File: src/rtl/writeback_commit_rob_pkg.sv
// Shared definitions for the writeback/commit reorder buffer.
// Contents:
//   rob_entry_t - payload stored per ROB slot (pc, waddr, preg, wdata, wen)
//   f_younger   - age compare of two sequence numbers relative to the ROB head
package writeback_commit_rob_pkg;

  // Widest sequence number the age helper handles; callers zero-extend.
  localparam int lp_seq_max_bits  = 8;
  // Physical register field width held in each entry. The top's
  // p_phys_addr_bits must not exceed this value.
  localparam int lp_rob_preg_bits = 6;

  typedef struct packed {
    logic [31:0]                 pc;
    logic [4:0]                  waddr;
    logic [lp_rob_preg_bits-1:0] preg;
    logic [31:0]                 wdata;
    logic                        wen;
  } rob_entry_t;

  // True when s is strictly younger than ref_s. Age is the distance from the
  // head, taken modulo the ROB depth; i_mask is depth-1.
  function automatic logic f_younger(
    input logic [lp_seq_max_bits-1:0] i_s,
    input logic [lp_seq_max_bits-1:0] i_ref_s,
    input logic [lp_seq_max_bits-1:0] i_head,
    input logic [lp_seq_max_bits-1:0] i_mask
  );
    logic [lp_seq_max_bits-1:0] w_age_s;
    logic [lp_seq_max_bits-1:0] w_age_ref;
    w_age_s   = (i_s - i_head) & i_mask;
    w_age_ref = (i_ref_s - i_head) & i_mask;
    return (w_age_s > w_age_ref);
  endfunction

endpackage

File: src/rtl/writeback_commit_rob_if.sv
// Bundle of execute-pipe, completion, commit and squash signals.
// master: execute pipes / environment (drives ex_*, squash_*).
// slave : writeback_commit_rob (drives ex_rdy, complete_*, commit_*).
interface writeback_commit_rob_if #(
  parameter int p_num_pipes      = 4,
  parameter int p_seq_num_bits   = 5,
  parameter int p_phys_addr_bits = 6,
  parameter int p_commit_width   = 2
);

  // Execute pipes -> writeback
  logic [p_num_pipes-1:0]                       ex_val;
  logic [p_num_pipes-1:0]                       ex_rdy;
  logic [p_num_pipes-1:0][p_seq_num_bits-1:0]   ex_seq_num;
  logic [p_num_pipes-1:0][31:0]                 ex_pc;
  logic [p_num_pipes-1:0][4:0]                  ex_waddr;
  logic [p_num_pipes-1:0][p_phys_addr_bits-1:0] ex_preg;
  logic [p_num_pipes-1:0][31:0]                 ex_wdata;
  logic [p_num_pipes-1:0]                       ex_wen;

  // Completion notification
  logic                        complete_val;
  logic [p_seq_num_bits-1:0]   complete_seq_num;
  logic [4:0]                  complete_waddr;
  logic [p_phys_addr_bits-1:0] complete_preg;
  logic [31:0]                 complete_wdata;
  logic                        complete_wen;

  // In-order commit slots
  logic [p_commit_width-1:0]                       commit_val;
  logic [p_commit_width-1:0][p_seq_num_bits-1:0]   commit_seq_num;
  logic [p_commit_width-1:0][31:0]                 commit_pc;
  logic [p_commit_width-1:0][4:0]                  commit_waddr;
  logic [p_commit_width-1:0][p_phys_addr_bits-1:0] commit_preg;
  logic [p_commit_width-1:0][31:0]                 commit_wdata;
  logic [p_commit_width-1:0]                       commit_wen;

  // Squash request
  logic                      squash_val;
  logic [p_seq_num_bits-1:0] squash_seq_num;

  modport master (
    output ex_val, ex_seq_num, ex_pc, ex_waddr, ex_preg, ex_wdata, ex_wen,
    output squash_val, squash_seq_num,
    input  ex_rdy,
    input  complete_val, complete_seq_num, complete_waddr, complete_preg,
    input  complete_wdata, complete_wen,
    input  commit_val, commit_seq_num, commit_pc, commit_waddr, commit_preg,
    input  commit_wdata, commit_wen
  );

  modport slave (
    input  ex_val, ex_seq_num, ex_pc, ex_waddr, ex_preg, ex_wdata, ex_wen,
    input  squash_val, squash_seq_num,
    output ex_rdy,
    output complete_val, complete_seq_num, complete_waddr, complete_preg,
    output complete_wdata, complete_wen,
    output commit_val, commit_seq_num, commit_pc, commit_waddr, commit_preg,
    output commit_wdata, commit_wen
  );

endinterface

File: src/rtl/writeback_commit_rob_chk.sv
// Protocol checker for writeback_commit_rob.
// Ports:
//   clk, rst       - clock and synchronous reset (checks disabled in reset)
//   i_accept       - a transfer is being written into the ROB this cycle
//   i_target_valid - the ROB slot addressed by that transfer is already valid
module writeback_commit_rob_chk (
  input logic clk,
  input logic rst,
  input logic i_accept,
  input logic i_target_valid
);

  // A live slot being overwritten means upstream reused an in-flight seq_num.
  a_no_overwrite: assert property (@(posedge clk) disable iff (rst)
    !(i_accept && i_target_valid))
    else $error("writeback_commit_rob: transfer into an already-valid ROB entry");

endmodule

File: src/rtl/writeback_commit_rob_rr_arbiter.sv
// Round-robin arbiter, one grant per cycle.
// Ports:
//   clk, rst - clock, synchronous active-high reset (pointer -> 0)
//   i_en     - grant enable; no grant and no pointer move while low
//   i_req    - request vector
//   o_gnt    - one-hot grant (0 when nothing requests)
//   o_idx    - index of the granted requester (0 when no grant)
module rr_arbiter #(
  parameter  int p_num_req = 4,
  localparam int lp_w      = (p_num_req > 1) ? $clog2(p_num_req) : 1
) (
  input  logic                 clk,
  input  logic                 rst,
  input  logic                 i_en,
  input  logic [p_num_req-1:0] i_req,
  output logic [p_num_req-1:0] o_gnt,
  output logic [lp_w-1:0]      o_idx
);

  logic [lp_w-1:0] r_ptr;
  logic [lp_w:0]   w_sum;
  logic            w_found;

  // Scan requesters starting at the priority pointer, first hit wins.
  always_comb begin
    o_gnt   = '0;
    o_idx   = '0;
    w_found = 1'b0;
    w_sum   = '0;
    for (int i = 0; i < p_num_req; i++) begin
      // (ptr + i) mod p_num_req without a divider; works for any count.
      w_sum = {1'b0, r_ptr} + (lp_w+1)'(i);
      if (w_sum >= (lp_w+1)'(p_num_req)) begin
        w_sum = w_sum - (lp_w+1)'(p_num_req);
      end else begin
        w_sum = w_sum;
      end
      if (!w_found && i_en && i_req[w_sum[lp_w-1:0]]) begin
        o_gnt[w_sum[lp_w-1:0]] = 1'b1;
        o_idx                  = w_sum[lp_w-1:0];
        w_found                = 1'b1;
      end else begin
        w_found = w_found;
      end
    end
  end

  // Priority moves just past the winner after every grant.
  always_ff @(posedge clk) begin
    if (rst) begin
      r_ptr <= '0;
    end else if (w_found) begin
      r_ptr <= (o_idx == lp_w'(p_num_req - 1)) ? '0 : o_idx + lp_w'(1);
    end else begin
      r_ptr <= r_ptr;
    end
  end

endmodule

File: src/rtl/writeback_commit_rob.sv
// Writeback arbitration plus reorder buffer with in-order multi-slot commit.
// Ports:
//   clk - sole clock, rising edge
//   rst - synchronous active-high reset; clears ROB, head and arbiter pointer
//   bus - writeback_commit_rob_if.slave:
//         ex_*       per-pipe valid/ready and payload (round-robin granted)
//         complete_* combinational echo of the accepted transfer
//         commit_*   up to p_commit_width in-order commits from registered state
//         squash_*   clear every entry younger than squash_seq_num
module writeback_commit_rob
  import writeback_commit_rob_pkg::*;
#(
  parameter int p_num_pipes      = 4,
  parameter int p_seq_num_bits   = 5,
  parameter int p_phys_addr_bits = 6,
  parameter int p_commit_width   = 2
) (
  input  logic                   clk,
  input  logic                   rst,
  writeback_commit_rob_if.slave  bus
);

  localparam int lp_depth = 1 << p_seq_num_bits;
  localparam int lp_sel_w = (p_num_pipes > 1) ? $clog2(p_num_pipes) : 1;
  localparam logic [lp_seq_max_bits-1:0] lp_seq_mask = lp_seq_max_bits'(lp_depth - 1);

  logic                      r_rst_q;
  logic                      w_en;
  logic [p_num_pipes-1:0]    w_gnt;
  logic [lp_sel_w-1:0]       w_sel;
  logic                      w_xfer;
  logic                      w_discard;
  logic                      w_accept;
  logic [p_seq_num_bits-1:0] w_seq;
  rob_entry_t                w_entry;

  logic [lp_depth-1:0]       r_valid;
  logic [lp_depth-1:0]       w_valid_nxt;
  rob_entry_t                r_rob [lp_depth];
  logic [p_seq_num_bits-1:0] r_head;
  logic [p_seq_num_bits-1:0] w_cnt;
  logic                      w_run;
  logic [p_commit_width-1:0] w_cval;
  logic [p_seq_num_bits-1:0] w_slot [p_commit_width];

  // Outputs stay quiet while rst is high and for one cycle after it drops.
  assign w_en = !rst && !r_rst_q;

  rr_arbiter #(
    .p_num_req (p_num_pipes)
  ) u_arb (
    .clk   (clk),
    .rst   (rst),
    .i_en  (w_en),
    .i_req (bus.ex_val),
    .o_gnt (w_gnt),
    .o_idx (w_sel)
  );

  assign bus.ex_rdy = w_gnt;

  // Select the granted pipe; a squashed-younger transfer is taken but dropped.
  always_comb begin
    w_xfer        = |w_gnt;
    w_seq         = bus.ex_seq_num[w_sel];
    w_entry.pc    = bus.ex_pc[w_sel];
    w_entry.waddr = bus.ex_waddr[w_sel];
    w_entry.preg  = lp_rob_preg_bits'(bus.ex_preg[w_sel]);
    w_entry.wdata = bus.ex_wdata[w_sel];
    w_entry.wen   = bus.ex_wen[w_sel];
    w_discard     = w_xfer && bus.squash_val &&
                    f_younger(lp_seq_max_bits'(w_seq),
                              lp_seq_max_bits'(bus.squash_seq_num),
                              lp_seq_max_bits'(r_head), lp_seq_mask);
    w_accept      = w_xfer && !w_discard;
  end

  assign bus.complete_val     = w_accept;
  assign bus.complete_seq_num = w_seq;
  assign bus.complete_waddr   = bus.ex_waddr[w_sel];
  assign bus.complete_preg    = bus.ex_preg[w_sel];
  assign bus.complete_wdata   = bus.ex_wdata[w_sel];
  assign bus.complete_wen     = bus.ex_wen[w_sel];

  // Commit slot k needs head..head+k all valid; the running AND gives no gaps.
  always_comb begin
    w_cnt  = '0;
    w_cval = '0;
    w_run  = w_en;
    for (int k = 0; k < p_commit_width; k++) begin
      w_slot[k] = r_head + p_seq_num_bits'(k);
      w_run     = w_run & r_valid[w_slot[k]];
      w_cval[k] = w_run;
      w_cnt     = w_cnt + p_seq_num_bits'(w_cval[k]);
    end
  end

  // Drive commit slots straight from registered ROB contents.
  always_comb begin
    bus.commit_val = w_cval;
    for (int k = 0; k < p_commit_width; k++) begin
      bus.commit_seq_num[k] = w_slot[k];
      bus.commit_pc[k]      = r_rob[w_slot[k]].pc;
      bus.commit_waddr[k]   = r_rob[w_slot[k]].waddr;
      bus.commit_preg[k]    = p_phys_addr_bits'(r_rob[w_slot[k]].preg);
      bus.commit_wdata[k]   = r_rob[w_slot[k]].wdata;
      bus.commit_wen[k]     = r_rob[w_slot[k]].wen;
    end
  end

  // Next valid bits: retire commits, clear squashed-younger slots, add the write.
  always_comb begin
    w_valid_nxt = r_valid;
    for (int k = 0; k < p_commit_width; k++) begin
      w_valid_nxt[w_slot[k]] = w_valid_nxt[w_slot[k]] & ~w_cval[k];
    end
    for (int s = 0; s < lp_depth; s++) begin
      w_valid_nxt[s] = w_valid_nxt[s] &
                       ~(bus.squash_val &
                         f_younger(lp_seq_max_bits'(s),
                                   lp_seq_max_bits'(bus.squash_seq_num),
                                   lp_seq_max_bits'(r_head), lp_seq_mask));
    end
    w_valid_nxt[w_seq] = w_valid_nxt[w_seq] | w_accept;
  end

  // Valid bits, head pointer and the reset-trailing flag.
  always_ff @(posedge clk) begin
    r_rst_q <= rst;
    if (rst) begin
      r_valid <= '0;
      r_head  <= '0;
    end else begin
      r_valid <= w_valid_nxt;
      r_head  <= r_head + w_cnt;
    end
  end

  // Entry payload needs no reset; the valid bit qualifies it.
  always_ff @(posedge clk) begin
    if (w_accept) begin
      r_rob[w_seq] <= w_entry;
    end
  end

`ifndef SYNTHESIS
  writeback_commit_rob_chk u_chk (
    .clk            (clk),
    .rst            (rst),
    .i_accept       (w_accept),
    .i_target_valid (r_valid[w_seq])
  );

  // One-line state summary for debug traces.
  function automatic string f_linetrace();
    return $sformatf("head=%0d valid=%h gnt=%b cval=%b", r_head, r_valid, w_gnt, w_cval);
  endfunction
`endif

endmodule

File: src/flat_wrapper.sv
// flat-port wrapper written by rule: the top's interface ports become plain ports
module writeback_commit_rob_flat import writeback_commit_rob_pkg::*;
#(
  parameter int p_num_pipes      = 4,
  parameter int p_seq_num_bits   = 5,
  parameter int p_phys_addr_bits = 6,
  parameter int p_commit_width   = 2
)
  (clk, rst, bus_ex_val, bus_ex_seq_num, bus_ex_pc, bus_ex_waddr, bus_ex_preg, bus_ex_wdata, bus_ex_wen, bus_squash_val, bus_squash_seq_num, bus_ex_rdy, bus_complete_val, bus_complete_seq_num, bus_complete_waddr, bus_complete_preg, bus_complete_wdata, bus_complete_wen, bus_commit_val, bus_commit_seq_num, bus_commit_pc, bus_commit_waddr, bus_commit_preg, bus_commit_wdata, bus_commit_wen);
  writeback_commit_rob_if #(.p_num_pipes(p_num_pipes), .p_seq_num_bits(p_seq_num_bits), .p_phys_addr_bits(p_phys_addr_bits), .p_commit_width(p_commit_width)) bus_i ();
  input  logic clk;
  input  logic rst;
  input wire logic [$bits(bus_i.ex_val)-1:0] bus_ex_val;
  input wire logic [$bits(bus_i.ex_seq_num)-1:0] bus_ex_seq_num;
  input wire logic [$bits(bus_i.ex_pc)-1:0] bus_ex_pc;
  input wire logic [$bits(bus_i.ex_waddr)-1:0] bus_ex_waddr;
  input wire logic [$bits(bus_i.ex_preg)-1:0] bus_ex_preg;
  input wire logic [$bits(bus_i.ex_wdata)-1:0] bus_ex_wdata;
  input wire logic [$bits(bus_i.ex_wen)-1:0] bus_ex_wen;
  input wire logic [$bits(bus_i.squash_val)-1:0] bus_squash_val;
  input wire logic [$bits(bus_i.squash_seq_num)-1:0] bus_squash_seq_num;
  output wire logic [$bits(bus_i.ex_rdy)-1:0] bus_ex_rdy;
  output wire logic [$bits(bus_i.complete_val)-1:0] bus_complete_val;
  output wire logic [$bits(bus_i.complete_seq_num)-1:0] bus_complete_seq_num;
  output wire logic [$bits(bus_i.complete_waddr)-1:0] bus_complete_waddr;
  output wire logic [$bits(bus_i.complete_preg)-1:0] bus_complete_preg;
  output wire logic [$bits(bus_i.complete_wdata)-1:0] bus_complete_wdata;
  output wire logic [$bits(bus_i.complete_wen)-1:0] bus_complete_wen;
  output wire logic [$bits(bus_i.commit_val)-1:0] bus_commit_val;
  output wire logic [$bits(bus_i.commit_seq_num)-1:0] bus_commit_seq_num;
  output wire logic [$bits(bus_i.commit_pc)-1:0] bus_commit_pc;
  output wire logic [$bits(bus_i.commit_waddr)-1:0] bus_commit_waddr;
  output wire logic [$bits(bus_i.commit_preg)-1:0] bus_commit_preg;
  output wire logic [$bits(bus_i.commit_wdata)-1:0] bus_commit_wdata;
  output wire logic [$bits(bus_i.commit_wen)-1:0] bus_commit_wen;
  assign bus_i.ex_val = bus_ex_val;
  assign bus_i.ex_seq_num = bus_ex_seq_num;
  assign bus_i.ex_pc = bus_ex_pc;
  assign bus_i.ex_waddr = bus_ex_waddr;
  assign bus_i.ex_preg = bus_ex_preg;
  assign bus_i.ex_wdata = bus_ex_wdata;
  assign bus_i.ex_wen = bus_ex_wen;
  assign bus_i.squash_val = bus_squash_val;
  assign bus_i.squash_seq_num = bus_squash_seq_num;
  assign bus_ex_rdy = bus_i.ex_rdy;
  assign bus_complete_val = bus_i.complete_val;
  assign bus_complete_seq_num = bus_i.complete_seq_num;
  assign bus_complete_waddr = bus_i.complete_waddr;
  assign bus_complete_preg = bus_i.complete_preg;
  assign bus_complete_wdata = bus_i.complete_wdata;
  assign bus_complete_wen = bus_i.complete_wen;
  assign bus_commit_val = bus_i.commit_val;
  assign bus_commit_seq_num = bus_i.commit_seq_num;
  assign bus_commit_pc = bus_i.commit_pc;
  assign bus_commit_waddr = bus_i.commit_waddr;
  assign bus_commit_preg = bus_i.commit_preg;
  assign bus_commit_wdata = bus_i.commit_wdata;
  assign bus_commit_wen = bus_i.commit_wen;
  writeback_commit_rob #(.p_num_pipes(p_num_pipes), .p_seq_num_bits(p_seq_num_bits), .p_phys_addr_bits(p_phys_addr_bits), .p_commit_width(p_commit_width)) u_core (.clk(clk), .rst(rst), .bus(bus_i));
endmodule
File: config.mk
export PLATFORM = sky130hd
export DESIGN_NAME = writeback_commit_rob_flat
export DESIGN_NICKNAME = d
export VERILOG_FILES = /design/src/rtl/writeback_commit_rob_pkg.sv /design/src/rtl/writeback_commit_rob_if.sv /design/src/rtl/writeback_commit_rob_chk.sv /design/src/rtl/writeback_commit_rob_rr_arbiter.sv /design/src/rtl/writeback_commit_rob.sv /design/src/flat_wrapper.sv
export SDC_FILE = /design/constraint.sdc
export NUM_CORES = 2
export LEC_CHECK = 0
export BUFFER_PORTS_ARGS = -buffer_cell sky130_fd_sc_hd__buf_2
export CAP_MARGIN = 20
export CORE_ASPECT_RATIO = 0.7
export CORE_UTILIZATION = 30
export CTS_BUF_LIST = sky130_fd_sc_hd__clkbuf_4 sky130_fd_sc_hd__clkbuf_8 sky130_fd_sc_hd__clkbuf_16
export CTS_CLUSTER_DIAMETER = 80
export DETAILED_ROUTE_END_ITERATION = 6
export GPL_TIMING_DRIVEN = 0
export SKIP_CTS_REPAIR_TIMING = 1
export SLEW_MARGIN = 20
export SYNTH_ARGS = -nofsm -noshare
export SYNTH_HDL_FRONTEND = slang
export SYNTH_SLANG_ARGS = --single-unit
export TNS_END_PERCENT = 5
File: constraint.sdc
create_clock -name clk -period 11.4 [get_ports clk]
set_input_delay 1.14 -clock clk [delete_from_list [all_inputs] [get_ports clk]]
set_output_delay 1.14 -clock clk [all_outputs]
set_load 0.02 [all_outputs]
**Word level (Yosys, flattened, before mapping)**

Memories as Yosys holds them, arrays and structs flattened. A register that Yosys moved wholly into a read port is not among the register bits.
Index checks and enable logic that the tools add are counted.

- Flip-flop bits (word level): 40
- Bits in writable memories: 2,432
- Memories kept: 1
- Output and inout bits: 218

Memory list:

| memory | depth | width | rd ports | clocked after memory_dff | wr ports | line | RTL |
|---|---|---|---|---|---|---|---|
| u_core.r_rob | 32 | 76 | 2 | 1 | 1 | writeback_commit_rob.sv:39 | `rob_entry_t r_rob [lp_depth];` |

- Equality and inequality tests: 1
- Add/subtract/negate cells: 45
- Magnitude comparators: 52
- Multiplexer cells: 65
- Bitwise gates (word level): 106
- Reduce and logical (&&, ||, !) cells: 25

Operator list:

| kind | count |
|---|---|
| > comparator 5 bit | 33 |
| binary-select mux 32 bit (select 2 bit) | 2 |
| bitwise mux 32 bit | 3 |
| subtractor 5 bit (first input constant) | 16 |
| bitwise AND 1 bit | 68 |
| 2-to-1 mux 32 bit | 2 |
| subtractor 4 x 5 -> 5 bit (first input constant) | 8 |
| inverter 1 bit | 34 |
| 2-to-1 mux 1 bit | 22 |
| binary-select mux 1 bit (select 5 bit) | 4 |
| binary-select mux 5 bit (select 2 bit) | 2 |
| subtractor 3 x 5 -> 5 bit (first input constant) | 4 |
| logical AND 1 bit | 18 |
| < comparator 5 x 6 -> 1 bit (second input constant) | 3 |
| 2-to-1 mux 2 bit | 9 |
| 2-to-1 mux 4 bit | 4 |
| demux 1 bit (select 5 bit) | 3 |
| >= comparator 5 x 1 -> 1 bit (second input constant) | 3 |
| < comparator 2 x 3 -> 1 bit (second input constant) | 5 |
| 2-to-1 mux 5 bit | 3 |
| binary-select mux 6 bit (select 2 bit) | 1 |
| OR 4 bit | 3 |
| binary-select mux 1 bit (select 2 bit) | 5 |
| subtractor 1 x 5 -> 5 bit (first input constant) | 2 |
| other kinds (18) | 37 |

**Longest topological paths before layout**

- Depth in word-level cells: 27
- Depth in mapped cells: 28
- Gate-level depth less buffers: 24

**Hierarchy**

Synthesis repeated with hierarchy kept, for this count alone.

- Cell total of the unflattened synthesis: 6,293
- Area, all modules: 120,744.6 µm²

Modules (own cells, without submodules):

| module | area each (µm²) | times used | cells each | sequential area each (µm²) |
|---|---|---|---|---|
| writeback_commit_rob | 120,092.7 | 1 | 6,224 | 73,790.8 |
| rr_arbiter | 651.9 | 1 | 69 | 40.0 |

**Worst setup path after synthesis**

No wires, ideal clock.

- Path type: input port to flip-flop
- From: input bus_ex_val[2]
- To: memory u_core.r_rob[23][0] in the netlist's numbering, enable pin
- Data required time: 10.889 ns
- Arrival time: 8.858 ns
- Path buffers: 2
- Setup time: 0.511 ns
- Stages on the path: 18
- Setup slack: 2.030 ns
- Cells stage by stage: mux4_2 a2111oi_4 a21o_1 buf_2 mux2i_1 clkinv_1 buf_2 fa_1 inv_1 ha_1 nor2b_1 o21a_1 o21a_1 o21ai_0 nand2b_1 a31oi_1 nand2_1 nor2_1

- Cells in the longest elaborated chain, start to end: 25
- Elaborated cells on any way between the ends: 43
- Those cells by class: add/sub (1); order compare (1); mux (23); bitwise (3); reduce/logical (15)

Ends and longest elaborated chain:

| item | line | RTL |
|---|---|---|
| from (decl) | flat_wrapper.sv:13 | `input wire logic [$bits(bus_i.ex_val)-1:0] bus_ex_val;` |
| binary-select mux 1 bit (select 2 bit) | writeback_commit_rob_rr_arbiter.sv:38 | `if (!w_found && i_en && i_req[w_sum[lp_w-1:0]]) begin` |
| 2-to-1 mux 1 bit (implied by the code) | writeback_commit_rob_rr_arbiter.sv:38 |  |
| logical AND 1 bit | writeback_commit_rob_rr_arbiter.sv:38 |  |
| 2-to-1 mux 1 bit | writeback_commit_rob_rr_arbiter.sv:38 |  |
| logical NOT 1 bit | writeback_commit_rob_rr_arbiter.sv:38 |  |
| logical AND 1 bit (2 in a row) | writeback_commit_rob_rr_arbiter.sv:38 |  |
| 2-to-1 mux 1 bit | writeback_commit_rob_rr_arbiter.sv:38 |  |
| logical NOT 1 bit | writeback_commit_rob_rr_arbiter.sv:38 |  |
| (+9 left out) | - |  |
| subtractor 5 bit | writeback_commit_rob_pkg.sv:31 | `w_age_s = (i_s - i_head) & i_mask;` |
| > comparator 5 bit | writeback_commit_rob_pkg.sv:33 | `return (w_age_s > w_age_ref);` |
| logical AND 1 bit | writeback_commit_rob.sv:71 | `w_discard = w_xfer && bus.squash_val &&` |
| logical NOT 1 bit | writeback_commit_rob.sv:75 | `w_accept = w_xfer && !w_discard;` |
| logical AND 1 bit * | writeback_commit_rob.sv:75 |  |
| via bus_complete_val | flat_wrapper.sv:23 | `output wire logic [$bits(bus_i.complete_val)-1:0] bus_complete_val;` |
| 2-to-1 mux 1 bit * | writeback_commit_rob.sv:141 | `if (w_accept) begin` |
| 2-to-1 mux 1 bit (implied by the code) * | writeback_commit_rob.sv:142 | `r_rob[w_seq] <= w_entry;` |
| to (decl) | writeback_commit_rob.sv:39 |  |

Mark *: on every way through the listed nets, which the timed path passes. The rest lies on a longest branch. The select of a mux whose other input is x is not followed.

**Final worst setup path**

- From: register u_core.r_head[0]
- To: output bus_commit_pc[51]

- Cells in the longest elaborated chain, start to end: 2

Ends and longest elaborated chain:

| item | line | RTL |
|---|---|---|
| from (decl) | writeback_commit_rob.sv:40 | `logic [p_seq_num_bits-1:0] r_head;` |
| from (signal assigned) | writeback_commit_rob.sv:135 | `r_head <= r_head + w_cnt;` |
| adder 5 x 1 -> 5 bit | writeback_commit_rob.sv:91 | `w_slot[k] = r_head + p_seq_num_bits'(k);` |
| memory (32 x 76 bit) | - |  |
| to (decl) | flat_wrapper.sv:31 | `output wire logic [$bits(bus_i.commit_pc)-1:0] bus_commit_pc;` |

No other way between the ends.

==> parameters.txt <==
Parameter                              Value

Status
  Outcome    completed

CTS
  CTS Buf Count    approximately 230
  CTS H-tree lvls    4
  CTS tree    done
  Clock edge transition at the registers on the reported setup and hold paths    around 0.07 ns
  Worst-skew pair later-pin latency    0.95 ns
  CTS root buffer    clkbuf_16
  Number of buffers on the longest clock path    4
  Clock Sinks    between 2000 and 2500

Global route
  Number of antenna violations at the first check in global routing    37
  Global routing met3 resource utilization    0.0990
  Number of global-route vias before repair    78200
  GR Overflow Total    0
  Pin count of the biggest net entering global routing    34
  Global routing usage on met1    0.341
  GRT Max-Usage Layer    met2
  Met2 Use GR    0.356
  Tot GR Track Use    0.249
  First-pass GRT wire length    ~690000 um

Min path
  Type of the tightest min-delay check    primary input to flip-flop
  Hold Startpoint    rst
  Worst hold path depth    1
  Hold EP    u_core.r_rst_q

STA
  Relative slew slack    0.121
  Time the final worst path needs with I/O delays and setup    approximately 11 ns
  F_max    88.2 MHz
  Max Slew Vio Count    0
  Hold Violations, Final    0
  Slew at the pin closest to its max-slew limit    1.32 ns
  Total of endpoints with negative setup slack in the final report    0
  Crit path setup slack, layout    approximately 0.056 ns
  Crit share post-route    0.995
  Setup clock skew after layout    ~0.078 ns
  Unrepaired setup endpoints after global routing    false
  Total Neg Setup Slack    0 ns

Setup path
  Worst reg2reg path startpoint    u_core.r_head[0]
  Count of cells along the worst register-to-register path    22
  Highest fanout seen on the critical path    14
  Kind of start point of the critical path    flip-flop
  Worst reg2reg endpoint    u_core.r_valid[15]
  Signal arrival time at the worst endpoint    ~10 ns
  Endpoint required time on the critical path    around 10 ns
  Crit path capture type    primary output
  Reg-to-reg slack, setup    between 1.5 and 2 ns
  Classification of the worst setup path    flip-flop to primary output

Die
  Site Rows    around 190
  Die footprint    roughly 0.41 mm2
  I/O Pins    between 500 and 600
  Floorplan die height    about 530 um
  Initial Util    0.303
  Die width    between 700 and 800 um
  Floorplan core area    ~0.40 mm2

Yosys
  Number of instances in the synthesized netlist    about 6600
  Number of nets in the synthesized netlist    slightly above 7000
  Count of flip-flops with a built-in enable after synthesis    around 2400
  Synth cell types    between 80 and 90
  Proportion of synthesized chip area in sequential cells    0.609
  Warnings from Yosys    0
  Ys flop type    edfxtp_1
  Total of flip-flops plus latches after synthesis    roughly 2500
  Mapped Area    between 0.1 and 0.15 mm2
  Share of synthesized flip-flops with an asynchronous set or reset    0
  Syn avg cell area    ~18 um2

Routing
  Vias/cell    between 6 and 7
  Iter 0 DRT Violations    15600
  Router iterations before antenna repair    7
  WL per Instance    between 30 and 40 um
  Post-route DRC    0
  Antenna Violating Nets Remaining    0
  Total routed wirelength    ~520000 um
  Routed via count    just over 80000

Pwr
  Leakage power figure    0.0460 uW
  Maximum vdd drop    135 uV
  Power density of the placed cells    about 140 mW/mm2

Final layout
  Count of nets after finishing    a little over 8000
  Syn-to-layout area delta    20.9%
  Fraction of final layout cells with drive strength greater than 1    0.406
  Post-Layout Cell Count    13200

Placement
  Placed cells    roughly 13000
  Post-DP HPWL    between 300000 and 400000 um
  Routability cong.    approximately 0.92
  # port buffers    553
  Worst Setup Slack post-DPL    between 1 and 1.5 ns

Run
  Number of max-cap violations    0
## cell families (layout without fill, tap and decap cells)
| family | after synthesis | in the layout | share of synthesized area |
|---|---|---|---|
| XOR/XNOR | 37 | 37 | 0.00267 |
| AO/OA/AOI/OAI | 637 | 637 | 0.0338 |
| adder cells (fa/ha/maj) | 106 | 106 | 0.0111 |
| AND/OR/NAND/NOR | 1205 | 1205 | 0.0424 |
| flip-flops | 2472 | 2472 | 0.609 |
| multiplexers | 1527 | 1527 | 0.279 |
| other | 0 | 25 | 0 |
| buffers and inverters | 635 | 1897 | 0.0218 |
## worst max-delay path by stage
stage,from,end,slack [ns]
2_1_floorplan,bus_ex_val[2],u_core.r_rob[23][0],2.03
3_3_place_gp,u_core.r_head[2],u_core.r_rob[11][39],-8.49
3_5_place_dp,u_core.r_head[0],bus_commit_wdata[32],1.25
4_1_cts,u_core.r_head[0],bus_commit_wdata[32],0.28
5_1_grt,u_core.r_head[0],bus_commit_pc[51],0.01
6_report,u_core.r_head[0],bus_commit_pc[51],0.06
## report_power, final
part           total [uW]  switching, uW  internal (uW)
Clock                7690           3580           4110
Combinational        2080           1370            715
Sequential          10400           47.0          10400
## layout make-up
type / count / area (um2)
Fill cell: 36700 / 254000
Sequential cell: 2472 / 73800
Multi-Input combinational cell: 3512 / 46100
Timing Repair Buffer: 861 / 9800
Tap cell: 5292 / 6620
Clock buffer: 262 / 5930
Buffer: 542 / 2680
Clock inverter: 140 / 1170
Inverter: 92 / 345
Antenna cell: 25 / 62.6
## cell usage after synthesis, types with 8 or more instances
cell      count  area share
edfxtp_1   2432        0.60
o21a_1       19      0.0012
a21oi_1     212      0.0088
nand2b_1      8     0.00041
buf_1       121      0.0037
inv_1        84      0.0026
a21o_1       29      0.0018
nand2_1     850       0.026
buf_2        14     0.00058
a31oi_1      87      0.0045
mux2i_1      38      0.0031
xnor2_1      30      0.0022
a211oi_1     88      0.0055
or4_1        29      0.0018
buf_6         8     0.00074
buf_4        47      0.0029
o211ai_1     17      0.0011
nand3_1      43      0.0018
a22oi_1       9     0.00056
nor3_1       12     0.00050
nor2_1      124      0.0038
dfxtp_1      40      0.0066
ha_1        103       0.011
mux4_2     1479        0.27
o21ai_0      91      0.0038
nor2b_1      11     0.00057
clkbuf_1    353       0.011
nand4_1      19     0.00098
mux2_2       10     0.00093
and2_1       86      0.0044
## through the flow
step	hold WS, ns	power [uW]	area, um2	utilization
3_5_place_dp	0.770	12700	139000	0.348
5_1_grt	0.528	20600	147000	0.366
6_report	0.567	20200	147000	0.366
4_1_cts	0.506	20200	146000	0.366
2_1_floorplan	0.700	11600	121000	-
3_3_place_gp	0.755	12400	131000	0.326
## layout by cell type (no fill, tap or decap), types with 135 or more instances in the layout
master and n:
a21oi_1 212, buf_12 154, buf_16 135, buf_2 664, clkbuf_1 150, clkbuf_16 226, clkbuf_2 201, edfxtp_1 2432
mux4_2 1479, nand2_1 850
## layer usage
layer | vias to the layer above | part of all wire
met4 | 14 | 0.045
met5 | - | 0.00049
met3 | 981 | 0.16
met2 | 7550 | 0.42
li1 | 30000 | -
met1 | 43800 | 0.38
## registers in the layout (all words and copies together), names as in the netlist
| signal | count |
|---|---|
| u_core.u_arb.r_ptr | 2 |
| u_core.r_head | 5 |
| u_core.r_valid | 32 |
| u_core.r_rst_q | 1 |
| u_core.r_rob | 2432 |
## worst max-delay path, cell delays in order (launching register included)
cell      delay (ns)
dfxtp_1         0.56
buf_6           0.22
buf_6           0.21
clkbuf_1        0.60
clkinv_1        0.70
clkbuf_2        0.56
ha_1            0.55
buf_2           0.35
buf_1           0.75
clkbuf_1        0.88
clkbuf_1        0.56
clkbuf_2        0.81
buf_16          0.31
clkbuf_1        0.74
mux4_2          0.43
mux4_2          0.58
nand2_1         0.13
nand2_1         0.11
buf_2           0.18
No activity file was read; power rests on OpenSTA's default activity.
